<file path="config.mk">
export PLATFORM = sky130hd
export DESIGN_NAME = in_debouncer
export DESIGN_NICKNAME = d
export VERILOG_FILES = /design/src/rtl/in_debouncer.sv
export SDC_FILE = /design/constraint.sdc
export NUM_CORES = 1
export LEC_CHECK = 0
export CELL_PAD_IN_SITES_DETAIL_PLACEMENT = 1
export CELL_PAD_IN_SITES_GLOBAL_PLACEMENT = 2
export CORE_MARGIN = 2
export CORE_UTILIZATION = 41
export CTS_BUF_LIST = sky130_fd_sc_hd__clkbuf_4
export DETAILED_ROUTE_END_ITERATION = 6
export PLACE_DENSITY_LB_ADDON = 0.25
export SLEW_MARGIN = 0
export SYNTH_ARGS = -nofsm -noshare
export SYNTH_HDL_FRONTEND = slang
export SYNTH_SLANG_ARGS = --single-unit
</file>
<file path="constraint.sdc">
create_clock -name clk -period 6.1 [get_ports clk]
set_clock_uncertainty 0.1 [all_clocks]
set_input_delay 0.61 -clock clk [delete_from_list [all_inputs] [get_ports clk]]
set_output_delay 0.61 -clock clk [all_outputs]
set_load 0.02 [all_outputs]
</file>
<file path="src/rtl/in_debouncer.sv">
// rtl/in_debouncer.sv - per-bit synchroniser, bounce filter and rise/fall event generator
`timescale 1ns/1ps
module in_debouncer #(
  parameter int WIDTH           = 5,
  parameter int SYNC_STAGES     = 2,
  parameter int DEBOUNCE_CYCLES = 3000000
) (
  input  logic             clk,
  input  logic             rst,
  input  logic [WIDTH-1:0] in,
  output logic [WIDTH-1:0] in_stable,
  output logic [WIDTH-1:0] rise,
  output logic [WIDTH-1:0] fall,
  output logic             changed
);

  localparam int CW = $clog2(DEBOUNCE_CYCLES + 1);
  localparam logic [CW-1:0] CNT_MAX = CW'(DEBOUNCE_CYCLES);
  localparam logic [CW-1:0] CNT_ONE = CW'(1);

  typedef enum logic {
    ST_STABLE   = 1'b0,
    ST_COUNTING = 1'b1
  } state_t;

  logic [SYNC_STAGES-1:0][WIDTH-1:0] sync_q, sync_d;
  logic [WIDTH-1:0]                  sync;
  state_t                            state_q [WIDTH];
  state_t                            state_d [WIDTH];
  logic [WIDTH-1:0][CW-1:0]          cnt_q, cnt_d;
  logic [WIDTH-1:0]                  stable_q, stable_d;
  logic [WIDTH-1:0]                  rise_q, rise_d;
  logic [WIDTH-1:0]                  fall_q, fall_d;
  logic                              changed_q, changed_d;

  // Plain shift chain: stage 0 takes the raw pin, the last stage feeds the filter.
  always_comb begin
    sync_d = {sync_q[SYNC_STAGES-2:0], in};
  end

  assign sync = sync_q[SYNC_STAGES-1];

  always_comb begin
    stable_d = stable_q;
    cnt_d    = cnt_q;
    rise_d   = '0;
    fall_d   = '0;
    for (int i = 0; i < WIDTH; i++) begin
      state_d[i] = state_q[i];
      case (state_q[i])
        ST_STABLE: begin
          if (sync[i] != stable_q[i]) begin
            state_d[i] = ST_COUNTING;
            cnt_d[i]   = CNT_ONE;
          end
        end
        ST_COUNTING: begin
          if (sync[i] == stable_q[i]) begin
            // Bounce back: discard all accumulated credit.
            state_d[i] = ST_STABLE;
            cnt_d[i]   = '0;
          end else if (cnt_q[i] == CNT_MAX) begin
            state_d[i]  = ST_STABLE;
            cnt_d[i]    = '0;
            stable_d[i] = sync[i];
            rise_d[i]   = sync[i];
            fall_d[i]   = ~sync[i];
          end else begin
            cnt_d[i] = cnt_q[i] + CNT_ONE;
          end
        end
        default: begin
          state_d[i] = ST_STABLE;
          cnt_d[i]   = '0;
        end
      endcase
    end
    changed_d = |(rise_d | fall_d);
  end

  always_ff @(posedge clk or posedge rst) begin
    if (rst) begin
      sync_q    <= '0;
      cnt_q     <= '0;
      stable_q  <= '0;
      rise_q    <= '0;
      fall_q    <= '0;
      changed_q <= 1'b0;
      for (int i = 0; i < WIDTH; i++) begin
        state_q[i] <= ST_STABLE;
      end
    end else begin
      sync_q    <= sync_d;
      cnt_q     <= cnt_d;
      stable_q  <= stable_d;
      rise_q    <= rise_d;
      fall_q    <= fall_d;
      changed_q <= changed_d;
      for (int i = 0; i < WIDTH; i++) begin
        state_q[i] <= state_d[i];
      end
    end
  end

  assign in_stable = stable_q;
  assign rise      = rise_q;
  assign fall      = fall_q;
  assign changed   = changed_q;

endmodule

</file>
==> qor.csv <==
stage,metric,value,unit
sta,tightest_slew,1.01,ns
status,outcome,"complete, no violations",
logic_synthesis,yosys.area_share.adder,1.67,%
die,num_rows,49,
sta,fin_ws,3.60,ns
drt,wl_per_cell,17.8,µm
sta,slew_violations,0,
sta,setup_tns,0,ns
drt,first_pass_iters,4,
critical_path,critical_path_class,reg -> reg,
final_layout,drive_gt1_share,8.22,%
critical_path,cp_max_fo,26,
die,chipHeight,139,µm
worst_hold_path,hold_path_class,reg -> reg,
global_routing,grt_first_pass_wirelength,32400,µm
die,dieArea,19300,µm²
logic_synthesis,yosys.area_share.simple,26.1,%
critical_path,cp_data_arrival_time,2.89,ns
clock_network,path_clk_slew,0.13,ns
critical_path,cp-startpoint,cnt_q[0]$_DFFE_PP0P_,
clock_network,insertion_delay,0.58,ns
logic_synthesis,yosys_warnings,0,
clock_network,clock-sinks,141,
clock_network,cts_max_level,4,
logic_synthesis,yosysSeqAreaShare,47.2,%
final_layout,fin_nets,831,
logic_synthesis,synth_compound_area_share,17.8,%
drt,drt-vias-per-instance,5.99,
logic_synthesis,avgSynthCellArea,9.31,µm²
die,boundaryPins,23,
clock_network,postCtsResizedCells,0,
global_routing,grt_pass1_vias,6315,
clock_network,cts_hold_buf,0,
sta,period_share,40.9,%
sta,slew_headroom,32.6,%
critical_path,rr_startpoint,cnt_q[0]$_DFFE_PP0P_,
global_routing,antenna_found_initial,2,
global_routing,grt_overflow,0,
final_layout,final_cell_mix,"141 x dfrtp_1, 101 x nand2_1, 65 x nand3_1",
final_layout,mostFrequentLayoutCell,dfrtp_1,
clock_network,cts_max_path_buffers,2,
die,coreArea,17900,µm²
drt,detail-route-antenna-nets,0,
logic_synthesis,syn-num-nets,820,
clock_network,tritoncts,yes,
pwr,power_density,222,nW/µm²
critical_path,reg2reg_depth,8,
drt,vias,6346,
sta,setup_viol,0,
job,maxCapViolations,0,
logic_synthesis,synth_edf_count,0,
clock_network,cts-root-buf,clkbuf_4,
logic_synthesis,muxShareOfSynthArea,1.96,%
logic_synthesis,syn-instance-count,803,
placement,gp_congestion,0.797,
critical_path,worstSetupEndpointType,register,
sta,rsz0062_at_grt,no,
placement,io_buffers,22,
pwr,vdd_drop_max,0.113,mV
critical_path,worst_setup_path_start_kind,register,
final_layout,area_growth,9.62,%
critical_path,rrSetupSlack,3.60,ns
global_routing,grt_max_degree,104,
logic_synthesis,ys_seq_elements,141,
drt,routed_wl,18900,µm
clock_network,cts_buffers,17,
logic_synthesis,synth-xor-area-share,1.64,%
placement,pre_cts_slack,3.59,ns
logic_synthesis,synth-async-reset-ratio,100,%
critical_path,required,6.50,ns
drt,drt_iter0_drc,280,
critical_path,r2r_end,cnt_q[12]$_DFFE_PP0P_,
logic_synthesis,synth_top_family_by_area,simple AND/OR/NAND/NOR gates,
global_routing,grt_use_total,20.3,%
sta,hold_viol,0,
die,die_x,139,µm
die,start_util,41.8,%
logic_synthesis,netlist_area,7480,µm²
sta,clock.fmax,401,MHz
placement,dpl_cell_area,7860,µm²
clock_network,post_cts_buffers,0,
final_layout,finalInstanceArea,8200,µm²
drt,drc,0,
logic_synthesis,ys.flop_type,dfrtp_1,
placement,dp_hpwl,13000,µm
pwr,power.leakage,3.35,nW
sta,fin_crit,2.50,ns
logic_synthesis,ys_types,61,
critical_path,endpoint,cnt_q[12]$_DFFE_PP0P_,
-- Yosys cell counts, types with 12 or more instances --
cell	count	share of area, %
buf_2	15	1.0
nand4_1	27	2.3
a21oi_1	45	3.0
a41oi_1	16	1.9
nand3_1	65	4.4
and3_1	20	1.7
o21ai_0	44	2.9
clkbuf_1	12	0.60
a31oi_1	61	5.1
nor2_1	34	1.7
nand2_1	101	5.1
dfrtp_1	141	47
inv_1	28	1.4
-- sequential cells by signal (all words and copies together) (netlist names) --
register / flops
state_q: 5
cnt_q: 110
rise: 5
changed: 1
fall: 5
in_stable: 5
sync: 5
sync_d: 5
-- metrics by stage --
step | utilization [%] | hold slack [ns] | power [mW] | cells
2_1_floorplan | - | 0.231 | 1.10 | 803
3_3_place_gp | 43.9 | 0.234 | 1.13 | 1024
3_5_place_dp | 43.9 | 0.240 | 1.14 | 1024
4_1_cts | 45.7 | 0.269 | 1.84 | 1056
5_1_grt | 45.8 | 0.275 | 1.90 | 1058
6_report | 45.8 | 0.266 | 1.82 | 1059
-- area by class of cell --
type / instances / area (µm²)
antenna: 3 / 7.51
clock buffer: 21 / 158
clock inverter: 11 / 168
fill: 2081 / 9710
inverter: 28 / 110
multi-input combinational: 599 / 3680
sequential: 141 / 3530
tap: 229 / 287
timing repair buffer: 27 / 258
-- kinds of logic (layout without fill, tap and decap cells) --
group,count (synthesis),in the layout
and+or+nand+nor,351,351
AOI/OAI and AO/OA,210,210
DFF,141,141
buffers and inverters,63,87
xor gates and xnor gates,14,14
muxes,14,14
adders and majority gates,10,10
other,0,3
-- critical path, stage by stage, from the launching register on --
cell,delay [ns]
dfrtp_1,0.44
inv_1,0.11
ha_1,0.21
nor4bb_1,0.14
and4_1,0.24
a21oi_2,0.47
buf_4,0.38
a41oi_1,0.15
a31oi_1,0.18
-- worst min path at each step --
| stage | from | endpoint | slack (ns) | cells after the start |
|---|---|---|---|---|
| final | sync_d[8]$_DFF_PP0_ | sync[3]$_DFF_PP0_ | 0.27 | 0 |
| after global routing | sync_d[8]$_DFF_PP0_ | sync[3]$_DFF_PP0_ | 0.28 | 0 |
| after CTS | sync_d[8]$_DFF_PP0_ | sync[3]$_DFF_PP0_ | 0.27 | 0 |
| after detailed placement | sync_d[8]$_DFF_PP0_ | sync[3]$_DFF_PP0_ | 0.24 | 0 |
| after global placement | sync_d[6]$_DFF_PP0_ | sync[1]$_DFF_PP0_ | 0.23 | 0 |
| after floorplan | sync_d[5]$_DFF_PP0_ | sync[0]$_DFF_PP0_ | 0.23 | 0 |
-- power by group --
part | internal (mW) | leakage, nW | switching (mW) | total (mW)
Combinational | 0.0418 | 1.26 | 0.0877 | 0.130
Clock | 0.342 | 0.173 | 0.353 | 0.695
Sequential | 0.956 | 1.92 | 0.0353 | 0.992
-- routing by layer --
metal	track usage [%]	routed length (µm)	up-vias
met2	33.7	9180	54
met4	5.10	216	0
met5	0	0	-
li1	-	-	3044
met1	27.5	9090	3227
met3	3.80	400	21
(Power assumes the default switching activity.)
